[config.mk]
export PLATFORM = sky130hd
export DESIGN_NAME = baud_ctrl
export DESIGN_NICKNAME = d
export VERILOG_FILES = /design/src/rtl/baud_ctrl.sv
export SDC_FILE = /design/constraint.sdc
export NUM_CORES = 1
export LEC_CHECK = 0
export CAP_MARGIN = 20
export CORE_UTILIZATION = 54
export CTS_BUF_LIST = sky130_fd_sc_hd__clkbuf_4
export DETAILED_ROUTE_END_ITERATION = 8
export GPL_ROUTABILITY_DRIVEN = 0
export PLACE_DENSITY = 0.82
export SYNTH_ARGS = -nofsm -noshare
export SYNTH_HDL_FRONTEND = slang
export SYNTH_SLANG_ARGS = --single-unit
[constraint.sdc]
create_clock -name clk -period 1.8 [get_ports clk]
set_input_delay 0.36 -clock clk [delete_from_list [all_inputs] [get_ports clk]]
set_output_delay 0.36 -clock clk [all_outputs]
set_load 0.1 [all_outputs]
[src/rtl/baud_ctrl.sv]
// Baud-rate change controller: arbitrates two requesters, drains the UART, loads the divider, waits to settle.
// Optional drain timeout is enabled by defining BAUD_CTRL_TIMEOUT_EN.
module baud_ctrl #(
    parameter int NUM_BAUD       = 5,
    parameter int DEFAULT_BAUD   = 1,
    parameter int SETTLE_TICKS   = 32,
    parameter int TIMEOUT_CYCLES = 1000000
) (
    input  logic       clk,
    input  logic       rst_n,
    input  logic [1:0] req,
    input  logic [2:0] req_baud0,
    input  logic [2:0] req_baud1,
    input  logic       tx_busy,
    input  logic       rx_busy,
    input  logic       clk_16bd,
    output logic [1:0] ack,
    output logic [2:0] baud,
    output logic       baud_ready,
    output logic       switching,
    output logic       err_invalid,
    output logic       err_timeout
);

    typedef enum logic [2:0] {S_INIT, S_IDLE, S_DRAIN, S_APPLY, S_SETTLE, S_DONE} state_t;

    localparam int               CW          = $clog2(SETTLE_TICKS + 1);
    localparam logic [CW-1:0]    SETTLE_LAST = CW'(SETTLE_TICKS - 1);
    localparam logic [3:0]       NUM_CODES   = 4'(NUM_BAUD);
    localparam logic [2:0]       DEF_CODE    = 3'(DEFAULT_BAUD);

    state_t          state_q, state_d;
    logic [2:0]      baud_q, baud_d;
    logic            baud_ready_q, baud_ready_d;
    logic [2:0]      code_q, code_d;
    logic            gnt_q, gnt_d;
    logic            prio_q, prio_d;
    logic            switching_q, switching_d;
    logic            init_q, init_d;
    logic            inv_q, inv_d;
    logic [CW-1:0]   cnt_q, cnt_d;
    logic            s1_q, s2_q;
    logic            tick;
    logic            win;
    logic [2:0]      win_code;
    logic            win_bad;

`ifdef BAUD_CTRL_TIMEOUT_EN
    localparam int               TW       = $clog2(TIMEOUT_CYCLES + 1);
    localparam logic [TW-1:0]    TMO_LAST = TW'(TIMEOUT_CYCLES - 1);
    logic [TW-1:0]   tmo_cnt_q, tmo_cnt_d;
    logic            tmo_q, tmo_d;
`else
    // Timeout length is meaningless without the timeout build; referenced only to keep it declared.
    if (TIMEOUT_CYCLES > 0) begin : g_no_timeout
    end
`endif

    // Edge detect on the divider tick, registered for timing.
    assign tick = s1_q & ~s2_q;

    // Round-robin winner: contention goes to the priority pointer.
    assign win      = req[0] ? (req[1] ? prio_q : 1'b0) : 1'b1;
    assign win_code = win ? req_baud1 : req_baud0;
    assign win_bad  = ({1'b0, win_code} >= NUM_CODES);

    always_comb begin
        state_d      = state_q;
        baud_d       = baud_q;
        baud_ready_d = 1'b0;
        code_d       = code_q;
        gnt_d        = gnt_q;
        prio_d       = prio_q;
        switching_d  = switching_q;
        init_d       = init_q;
        inv_d        = inv_q;
        cnt_d        = cnt_q;
`ifdef BAUD_CTRL_TIMEOUT_EN
        tmo_cnt_d    = tmo_cnt_q;
        tmo_d        = tmo_q;
`endif
        case (state_q)
            S_INIT: begin
                baud_d       = DEF_CODE;
                baud_ready_d = 1'b1;
                init_d       = 1'b1;
                cnt_d        = '0;
                state_d      = S_SETTLE;
            end
            S_IDLE: begin
                if (|req) begin
                    gnt_d       = win;
                    prio_d      = ~win;
                    code_d      = win_code;
                    switching_d = 1'b1;
                    init_d      = 1'b0;
                    inv_d       = win_bad;
`ifdef BAUD_CTRL_TIMEOUT_EN
                    tmo_cnt_d   = '0;
                    tmo_d       = 1'b0;
`endif
                    state_d     = (win_bad || (win_code == baud_q)) ? S_DONE : S_DRAIN;
                end
            end
            S_DRAIN: begin
                if (!tx_busy && !rx_busy) begin
                    baud_d       = code_q;
                    baud_ready_d = 1'b1;
                    state_d      = S_APPLY;
                end
`ifdef BAUD_CTRL_TIMEOUT_EN
                else if (tmo_cnt_q == TMO_LAST) begin
                    tmo_d   = 1'b1;
                    state_d = S_DONE;
                end else begin
                    tmo_cnt_d = tmo_cnt_q + 1'b1;
                end
`endif
            end
            S_APPLY: begin
                cnt_d   = '0;
                state_d = S_SETTLE;
            end
            S_SETTLE: begin
                if (tick) begin
                    cnt_d = cnt_q + 1'b1;
                    if (cnt_q == SETTLE_LAST) begin
                        state_d = init_q ? S_IDLE : S_DONE;
                        init_d  = 1'b0;
                    end
                end
            end
            S_DONE: begin
                switching_d = 1'b0;
                state_d     = S_IDLE;
            end
            default: state_d = S_INIT;
        endcase
    end

    always_ff @(posedge clk or negedge rst_n) begin
        if (!rst_n) begin
            state_q      <= S_INIT;
            baud_q       <= DEF_CODE;
            baud_ready_q <= 1'b0;
            code_q       <= DEF_CODE;
            gnt_q        <= 1'b0;
            prio_q       <= 1'b0;
            switching_q  <= 1'b0;
            init_q       <= 1'b0;
            inv_q        <= 1'b0;
            cnt_q        <= '0;
            s1_q         <= 1'b0;
            s2_q         <= 1'b0;
`ifdef BAUD_CTRL_TIMEOUT_EN
            tmo_cnt_q    <= '0;
            tmo_q        <= 1'b0;
`endif
        end else begin
            state_q      <= state_d;
            baud_q       <= baud_d;
            baud_ready_q <= baud_ready_d;
            code_q       <= code_d;
            gnt_q        <= gnt_d;
            prio_q       <= prio_d;
            switching_q  <= switching_d;
            init_q       <= init_d;
            inv_q        <= inv_d;
            cnt_q        <= cnt_d;
            s1_q         <= clk_16bd;
            s2_q         <= s1_q;
`ifdef BAUD_CTRL_TIMEOUT_EN
            tmo_cnt_q    <= tmo_cnt_d;
            tmo_q        <= tmo_d;
`endif
        end
    end

    assign ack         = (state_q == S_DONE) ? (gnt_q ? 2'b10 : 2'b01) : 2'b00;
    assign baud        = baud_q;
    assign baud_ready  = baud_ready_q;
    assign switching   = switching_q;
    assign err_invalid = (state_q == S_DONE) & inv_q;
`ifdef BAUD_CTRL_TIMEOUT_EN
    assign err_timeout = (state_q == S_DONE) & tmo_q;
`else
    assign err_timeout = 1'b0;
`endif

endmodule

# After elaboration in Yosys (flattened, before gate mapping)
# Cells that the tools add are included.
[op_classes]
n_addsub = 1
order_cmp = 1
eq_ne = 11
mux = 24
n_bitwise = 4
n_reduce_logical = 17
[ops]
columns = ["cell", "n"]
rows = [
  ["2-to-1 mux 3 bit", 8],
  ["one-hot mux 3 bit (5 select lines)", 1],
  ["one-hot mux 6 bit (2 select lines)", 1],
  ["inequality test 2 bit, second input constant", 4],
  ["AND reduction 2 bit", 4],
  ["AND reduction 4 bit", 2],
  ["2-to-1 mux 1 bit", 7],
  ["adder 6 x 1 -> 6 bit, second input constant", 1],
  ["== test 3 x 2 -> 1 bit, second input constant", 2],
  ["== test 3 bit, second input constant", 2],
  ["== test 6 x 5 -> 1 bit, second input constant", 1],
  ["2-to-1 mux 6 bit", 1],
  ["one-hot mux 3 bit (2 select lines)", 1],
  ["nonzero test 2 bit", 3],
  ["2-to-1 mux 2 bit", 2],
  ["one-hot mux 1 bit (2 select lines)", 2],
  ["OR reduction 2 bit", 2],
  ["== test 3 x 1 -> 1 bit, second input constant", 1],
  ["== test 3 bit", 1],
  ["greater-or-equal comparator 3 bit, second input constant", 1],
  ["logical NOT 3 bit", 1],
  ["one-hot mux 1 bit (3 select lines)", 1],
  ["nonzero test 3 bit", 1],
  ["AND 1 bit", 2],
  ["other kinds (4)", 6],
]
[word_totals]
ff_bits = 23
in_bits = 13
wordCells = 70

# Logic depth before layout (Yosys ltp)
# Gate-level depths: netlist of the first run.
[depth]
ltp_word = 8
depth_mapped = 6
mapped_depth_nobuf = 6

# Least setup slack after synthesis of the first run
# OpenSTA, ideal clock, no wires.
[synth_path]
path_kind = "flip-flop to output port"
from = "register state_q[1]"
to = "output port ack[0]"
arrival_time_ps = 2120
path_slack_ps = -680
path_stages_with_launch = 5
path_cell_list = "dfrtp_1 clkbuf_1 nor2b_1 nand2_1 nor2_1"
[synth_via]
elab_chain_cells = 2
[synth_rtl]
columns = ["element", "line", "source"]
rows = [
  ["start, declared", "32", "state_t state_q, state_d;"],
  ["start signal, assigned", "160", "state_q <= state_d;"],
  ["== test 3 bit", "179", "assign ack = (state_q == S_DONE) ? (gnt_q ? 2'b10 : 2'b01) : 2'b00;"],
  ["2-to-1 mux 2 bit", "179", ""],
  ["end, declared", "17", "output logic [1:0] ack,"],
]
# No other way between the ends.

# Worst setup path after layout of the first run
[layout_path]
from = "register state_q[1]"
to = "output port ack[1]"
# Same word-level chain as after synthesis.

==> flow_metrics.tcl, run 1 <==
set metrics [dict create \
    status "finished clean" \
    seq_area_frac_synth 0.465 \
    synth.largest_area_cell "dfrtp_1" \
    async_reset_ff_frac 1.00 \
    wl_per_cell_um 16.5 \
    fin_hold_ws_ns 0.370 \
    synth_cell_types 45 \
    drv_slew 0 \
    hold_viol 0 \
    period_minus_slack_ns 1.76 \
    syn_to_final_growth_pct 43.7 \
    cts_tree "built" \
    clk_latency_ns 0.32 \
    crit_type "flop to primary output" \
    core-area_um2 2190 \
    synth_common_cells "dfrtp_1 (21), nor2_1 (17), nand2_1 (12)" \
    synth_edf_count 0 \
    cts-root-buf "clkbuf_4" \
    synthFlopType "dfrtp_1" \
    overflow 0 \
    cellLeakagePower_nw 0.780 \
    power_density_nw_per_um2 1660 \
    dieArea_um2 2500 \
    clock_skew_ns 0.00676 \
    slew_headroom 0.636 \
    stdcell_area_um2 1790 \
    totalNegativeSetupSlack_ns 0 \
    cp-start-kind "flop" \
    finalCritPeriodShare 0.979 \
    cp_data_arrival_time_ns 1.40 \
    ir_drop_mv 1.44 \
    drc 0 \
    max_freq_mhz 568 \
    grt_usage 0.273 \
    synth_top_area_frac 0.423 \
    wl_um 3230 \
    netlist_top_cells_area "dfrtp_1 (42%), nor2_1 (5.1%), dfstp_2 (4.2%), a21oi_1 (3.6%), nand2_1 (3.6%)" \
    io_pins 22 \
    drv_cap 0 \
    die_x_um 50.0 \
    ff2ff_path_depth 5 \
    drtPass1Iterations 4 \
    drtIter0Drc 27 \
    placement_rows 17 \
    cts.clk_slew.worst_paths_ns 0.14 \
    syn_nets 144 \
    antenna_found_initial 0 \
    fin_nets 183 \
    portBuffers 20 \
    end_kind "primary output" \
    numCtsBuffers 3 \
    antenna_cells 0 \
    post_dp_cell_area_um2 1670 \
    worst_slack_ns 0.0383 \
    holdCritPathClass "input pin to asynchronous set/reset pin" \
    required_ns 1.44 \
    synthesis.yosys.warnings 0 \
    syn_avg_cell_area_um2 9.56 \
    syn-cell-area_um2 1240 \
    clk_path_buf_depth 2 \
    clock-sinks 23 \
    start_util 0.567 \
    grt_max_degree 24 \
    ys_seq_elements 23 \
    num_vias 1163 \
    tightestPinTransition_ns 0.541 \
    grt_pass1_wl_um 5020 \
    viasPerCell 5.93 \
    htree_levels 1 \
    syn_inst 130 \
    drive_gt1_frac 0.321 \
    die_h_um 50.0 \
    synth_most_common_cell "dfrtp_1" \
    ant_nets 0 \
    crit_fanout 7 \
    pre_cts_ws_ns -0.395 \
    grt_pass1_vias 1152 \
    post-dp-hpwl_um 2320 \
    setup_viol 0 \
]
through the flow:
| stage | std cells | utilization | total power [W] |
|---|---|---|---|
| 2_1_floorplan | 130 | - | 0.00196 |
| 3_3_place_gp | 189 | 0.762 | 0.00253 |
| 3_5_place_dp | 189 | 0.762 | 0.00259 |
| 4_1_cts | 193 | 0.781 | 0.00286 |
| 5_1_grt | 196 | 0.815 | 0.00312 |
| 6_report | 196 | 0.815 | 0.00297 |
critical path, stage by stage, from the launching register on:
cell and delay, ns:
dfrtp_2 0.48, nor2b_4 0.18, and3_2 0.24, buf_12 0.18
metal layers:
metal | track usage | wire [um] | vias up
met2 | 0.484 | 1710 | 32
met1 | 0.317 | 1340 | 569
met4 | 0.148 | 89 | 0
met3 | 0.0309 | 91 | 11
met5 | 0 | 0 | -
li1 | - | - | 551
cells in the final DEF (no fill, tap or decap), drive strengths merged, types with 2 or more instances in the layout:
cell type      netlist  routed
or2                  2       2
clkbuf               2       3
nor3b                2       2
dfrtp               21      21
nor3                 2       2
a31oi                3       3
o211ai               2       2
nand2b               2       2
dfstp                2       2
o21ai                9       9
o311ai               2       2
a21o                 2       2
a22o                 4       4
nor2                17      17
nand3                2       2
o21a                 2       2
a21oi                9       9
and3                 3       3
xor2                 4       4
nor4                 2       2
nor2b                2       2
buf                  2      26
clkdlybuf4s50        0      10
nand2               12      12
mux2i                3       3
where the power goes:
| part | internal, W | switching (W) | total (W) | leakage, nW |
|---|---|---|---|---|
| sequential | 0.000713 | 0.000192 | 0.000905 | 0.278 |
| combinational | 0.000718 | 0.00109 | 0.00181 | 0.484 |
| clock | 0.0000833 | 0.000168 | 0.000251 | 0.0177 |
| total | 0.00151 | 0.00145 | 0.00297 | 0.780 |
flip-flops by register name, indices dropped and copies added, names as in the netlist, 3 cells and up:
register and cells:
cnt_q 6, baud 3, code_q 3, state_q 3
final cells by class:
class,count,area (um2)
multi-input combinational,102,713
sequential,23,589
timing repair buffer,38,417
fill,132,405
tap,28,35.0
clock buffer,3,22.5
clock inverter,1,5.00
inverter,1,3.75
repair_timing:
action	4_1_cts	5_1_grt
endpoints found under the setup margin	6	5
gates resized for setup	7	10
setup buffers	0	3
pin swaps	0	4
hold buffers	0	0
kinds of logic (layout without fill, tap and decap cells):
| kind of cell | after synthesis | after routing | synth area share |
|---|---|---|---|
| buf+inv | 5 | 43 | 0.0191 |
| xor+xnor | 4 | 4 | 0.0282 |
| mux | 3 | 3 | 0.0242 |
| compound gates | 42 | 42 | 0.240 |
| flops | 23 | 23 | 0.465 |
| fa+ha+maj | 1 | 1 | 0.0101 |
| other cells | 1 | 1 | 0.00302 |
| simple gates | 51 | 51 | 0.210 |
worst paths after layout:
path	startpoint	to	slack, ns
worst max-delay path	state_q[1]	ack[1]	0.04
worst min-delay path	rst_n	state_q[0]	0.37
worst max register to register	state_q[1]	state_q[1]	0.09
worst min register to register	s1_q	s2_q	0.42
max in group asynchronous	rst_n	code_q[0]	1.15
min in group clk	s1_q	s2_q	0.42
No activity file was read; power rests on OpenSTA's default activity.
==> run 2, diff against run 1 <==
--- a/config.mk
+++ b/config.mk
@@ -10,6 +10,7 @@
 export CTS_BUF_LIST = sky130_fd_sc_hd__clkbuf_4
 export DETAILED_ROUTE_END_ITERATION = 8
 export GPL_ROUTABILITY_DRIVEN = 0
+export MAX_ROUTING_LAYER = met4
 export PLACE_DENSITY = 0.82
 export SYNTH_ARGS = -nofsm -noshare
 export SYNTH_HDL_FRONTEND = slang
==> run 2 against run 1 <==
Net effect:
- wire length grew 1.4%
- count of clock-buffer cells in the layout unchanged
- sequential power about the same
- maximum frequency fell by 0.14%
- final area rose by 0.42%
- register-to-register slack hardly changed
- global-route usage is 0.84 points higher
- setup slack worse by 0.0024 ns
- critical path depth stayed put
- hold slack improved by 0.0075 ns
- clock power hardly changed
- utilization rose by 0.34 points
- critical endpoint is now err_invalid
- largest cell class unchanged
- largest power group unchanged
==> flow_metrics.tcl, run 2 (synthesized netlist as in run 1, its figures left out) <==
set metrics [dict create \
    p_seq_frac 0.304 \
    period_minus_slack_ns 1.76 \
    status "finished clean" \
    wl_per_cell_um 16.7 \
    overflow 0 \
    antenna_found_initial 0 \
    drc 0 \
    drv_cap 0 \
    syn_to_final_growth_pct 44.3 \
    cts.clk_slew.worst_paths_ns 0.14 \
    placement_rows 17 \
    largest_reg_flops 6 \
    crit_fanout 7 \
    hold_viol 0 \
    dp_cells 189 \
    clk_latency_ns 0.32 \
    required_ns 1.44 \
    cp_data_arrival_time_ns 1.40 \
    layout.cells.non_filler 196 \
    cpMaxStageDelayCell "dfrtp_2" \
    power.total_w 0.00298 \
    cp-start-kind "flop" \
    htree_levels 1 \
    layout_common_cells "buf_4 (18), dfrtp_1 (17), nor2_1 (16)" \
    tightestPinTransition_ns 0.573 \
    finalCritPeriodShare 0.980 \
    worstPathCellList "nor2b_4 -> and3_4 -> buf_12" \
    core-area_um2 2190 \
    io_pins 22 \
    ant_nets 0 \
    post-dp-hpwl_um 2320 \
    holdCritPathClass "input pin to asynchronous set/reset pin" \
    die_x_um 50.0 \
    pwr-share-comb 0.612 \
    fin_hold_ws_ns 0.378 \
    switching_share 0.488 \
    drive_gt1_frac 0.321 \
    power_density_nw_per_um2 1660 \
    antenna_cells 0 \
    viasPerCell 5.93 \
    numCtsBuffers 3 \
    ir_drop_mv 1.46 \
    crit_type "flop to primary output" \
    power.switching_w 0.00146 \
    cellLeakagePower_nw 0.778 \
    fin_nets 183 \
    drtIter0Drc 19 \
    cts_tree "built" \
    regMostFlops "cnt_q" \
    end_kind "primary output" \
    start_util 0.567 \
    wl_um 3280 \
    intPower_w 0.00153 \
    max_freq_mhz 567 \
    clk_path_buf_depth 2 \
    grt_pass1_vias 1149 \
    final_common_cell "buf_4" \
    fin_util 0.818 \
    clock-sinks 23 \
    num_vias 1163 \
    die_h_um 50.0 \
    clock_skew_ns 0.00789 \
    slew_headroom 0.616 \
    pwr-share-clk 0.084 \
    portBuffers 20 \
    cts-root-buf "clkbuf_4" \
    grt_max_degree 24 \
    drv_slew 0 \
    grt_pass1_wl_um 5040 \
    drtPass1Iterations 4 \
    cp_slowest_stage_delay_ns 0.49 \
    setup_viol 0 \
    dieArea_um2 2500 \
    grt_usage 0.281 \
]
## run 2: cell counts in the layout (fill, tap and decap cells not counted)
Identical to the previous run, type by type.
## run 2: path summary, 6_finish.rpt
kind	startpoint	slack [ns]	cells past startpoint	end
setup / recovery	state_q[1]	0.04	3	err_invalid
hold / removal	rst_n	0.38	2	state_q[0]
setup reg to reg	baud[0]	0.09	6	state_q[1]
hold reg to reg	s1_q	0.42	0	s2_q
max in group asynchronous	rst_n	1.14	2	code_q[0]
min in group clk	s1_q	0.42	0	s2_q
## run 2: routing by layer
metal | routed length [um] | GRT usage | vias up
met5 | 0 | - | -
met4 | 70 | 0.148 | 0
met3 | 119 | 0.0309 | 6
met2 | 1730 | 0.486 | 38
met1 | 1350 | 0.317 | 566
li1 | - | - | 553
## run 2: repair_timing
item	CTS	global route
gates cloned	0	0
hold buffers	0	0
endpoints found under the setup margin	6	5
pin swaps	0	4
resized for setup	7	12
buffers inserted	0	3
## run 2: power by group through the flow
stage,sequential [W],clock (W),combinational [W]
2_1_floorplan,0.00111,0,0.000852
3_3_place_gp,0.000882,0,0.00165
3_5_place_dp,0.000893,0,0.00170
4_1_cts,0.000887,0.000247,0.00172
5_1_grt,0.000930,0.000269,0.00194
6_report,0.000908,0.000251,0.00182
## run 2: area by class of cell
type / count / area, um2
repair buffers: 38 / 417
clock buffers: 3 / 22.5
multi-input cells: 102 / 721
fillers: 129 / 398
well taps: 28 / 35.0
inverters: 1 / 3.75
flip-flops and latches: 23 / 589
clock inverters: 1 / 5.00
## run 2: stage by stage
stage	cell area [um2]	setup TNS [ns]	setup slack (ns)
floorplan	1260	0	0.0233
global placement	1670	-0.786	-0.266
detailed placement	1670	-1.29	-0.395
CTS	1710	0	0.00834
global route	1790	-0.00126	-0.00126
finish	1790	0	0.0359
## run 2: worst max-delay path: cells and delay by family, from the launching register on
| family | cells | cell delay (ns) |
|---|---|---|
| DFF | 1 | 0.49 |
| and+or+nand+nor | 2 | 0.42 |
| buffers and inverters | 1 | 0.17 |
==> run 3, diff against run 2 <==
--- a/config.mk
+++ b/config.mk
@@ -5,9 +5,11 @@
 export SDC_FILE = /design/constraint.sdc
 export NUM_CORES = 1
 export LEC_CHECK = 0
-export CAP_MARGIN = 20
+export CAP_MARGIN = 5
+export CORE_MARGIN = 2
 export CORE_UTILIZATION = 54
 export CTS_BUF_LIST = sky130_fd_sc_hd__clkbuf_4
+export CTS_CLUSTER_SIZE = 10
 export DETAILED_ROUTE_END_ITERATION = 8
 export GPL_ROUTABILITY_DRIVEN = 0
 export MAX_ROUTING_LAYER = met4
==> run 3 against run 2 <==
Net effect:
- the run now ends with negative setup slack left
- setup slack lost 0.055 ns
- maximum frequency fell by 3.0%
- critical path type is now input pin to flop
- clock power grew 2%
==> flow_metrics.tcl, run 3 (synthesized netlist as in run 1, its figures left out) <==
set metrics [dict create \
    core-area_um2 2190 \
    regMostFlops "cnt_q" \
    end_kind "flop" \
    post-dp-hpwl_um 2380 \
    portBuffers 20 \
    layout.cells.non_filler 195 \
    pwr-share-comb 0.610 \
    cts-root-buf "clkbuf_4" \
    fin_util 0.811 \
    crit_fanout 6 \
    layout_common_cells "dfrtp_1 (18), buf_4 (17), nor2_1 (16)" \
    drc 0 \
    clock-sinks 23 \
    numCtsBuffers 3 \
    num_vias 1228 \
    final_common_cell "dfrtp_1" \
    overflow 0 \
    tightestPinTransition_ns 0.545 \
    intPower_w 0.00152 \
    antenna_cells 0 \
    htree_levels 1 \
    holdBufCountCts 0 \
    power_density_nw_per_um2 1680 \
    rsz0062_at_grt "yes" \
    crit_type "input pin to flop" \
    post_dp_cell_area_um2 1670 \
    syn_to_final_growth_pct 43.0 \
    stdcell_area_um2 1780 \
    antenna_found_initial 0 \
    wl_per_cell_um 18.0 \
    grt_max_degree 24 \
    dieArea_um2 2700 \
    drtPass1Iterations 4 \
    drv_slew 0 \
    largest_reg_flops 6 \
    grt_usage 0.273 \
    clk_path_buf_depth 2 \
    clock_skew_ns 0.00602 \
    clk_latency_ns 0.31 \
    drive_gt1_frac 0.299 \
    fin_nets 182 \
    drv_cap 0 \
    status "finished with violations" \
    die_h_um 52.0 \
    placement_rows 17 \
    cp_data_arrival_time_ns 2.08 \
    die_x_um 52.0 \
    power.switching_w 0.00146 \
    cts_tree "built" \
    finalCritPeriodShare 1.01 \
    violations "negative setup slack" \
    wl_um 3500 \
    viasPerCell 6.30 \
    drtIter0Drc 39 \
    cp-start-kind "input pin" \
    period_minus_slack_ns 1.82 \
    start_util 0.567 \
    cts.clk_slew.worst_paths_ns 0.13 \
    hold_viol 0 \
    route.met2.wl_um 1880 \
    routed.top_layer "met4" \
    worst_slack_ns -0.0188 \
    ant_nets 0 \
    wl_met3_um 186 \
    setup_viol 3 \
    pwr-share-clk 0.086 \
    switching_share 0.490 \
    cellLeakagePower_nw 0.769 \
    required_ns 2.06 \
    p_seq_frac 0.304 \
    wl_met1_um 1340 \
    io_pins 22 \
    grt_pass1_vias 1218 \
    slew_headroom 0.633 \
    grt_pass1_wl_um 5260 \
    holdCritPathClass "input pin to asynchronous set/reset pin" \
    max_freq_mhz 550 \
    ir_drop_mv 1.63 \
    dp_cells 189 \
]
==> run 3: layout make-up <==
cell class,count,area (um2)
Multi-Input combinational cell,102,713
Inverter,1,3.75
Clock buffer,4,30.0
Timing Repair Buffer,37,407
Sequential cell,23,588
Fill cell,133,414
Tap cell,28,35.0
==> run 3: path summary, 6_finish.rpt <==
check	startpoint	depth (start not counted)	to	slack (ns)
hold reg to reg	s1_q	0	s2_q	0.42
setup / recovery	req[0]	6	state_q[1]	-0.02
hold / removal	rst_n	2	inv_q	0.39
setup reg to reg	baud[0]	5	state_q[2]	0.06
min in group clk	s1_q	0	s2_q	0.42
max in group asynchronous	rst_n	2	code_q[0]	1.13
==> run 3: layer usage <==
metal,global-route usage,vias up
li1,-,552
met1,0.300,605
met2,0.481,57
met3,0.0431,14
met4,0.127,0
met5,-,-
==> run 3: through the flow <==
stage	hold WS (ns)	total power, W	worst slack [ns]	setup TNS [ns]
after floorplan	0.0644	0.00196	0.0233	0
after global placement	0.387	0.00253	-0.268	-0.792
after detailed placement	0.396	0.00259	-0.410	-1.26
after CTS	0.398	0.00290	0.00655	0
after global routing	0.402	0.00313	-0.0770	-0.208
final	0.386	0.00298	-0.0188	-0.0383
==> run 3: power groups by stage <==
stage                     Combinational, W  Sequential [W]  Clock, W
after floorplan                   0.000852         0.00111         0
after global placement             0.00165        0.000882         0
after detailed placement           0.00170        0.000892         0
after CTS                          0.00175        0.000896  0.000253
after global routing               0.00193        0.000922  0.000274
final                              0.00182        0.000906  0.000257
==> run 3: worst max-delay path, cell delays in order <==
cell	delay (ns)
clkdlybuf4s50_1	0.51
a21bo_4	0.28
mux2i_1	0.14
o311a_1	0.37
a2111oi_4	0.28
a21o_1	0.13
==> run 3: what timing repair did <==
action / 4_1_cts / 5_1_grt
pin swaps: 1 / 0
setup endpoints to repair: 6 / 7
resized for setup: 9 / 5
buffers inserted: 1 / 1
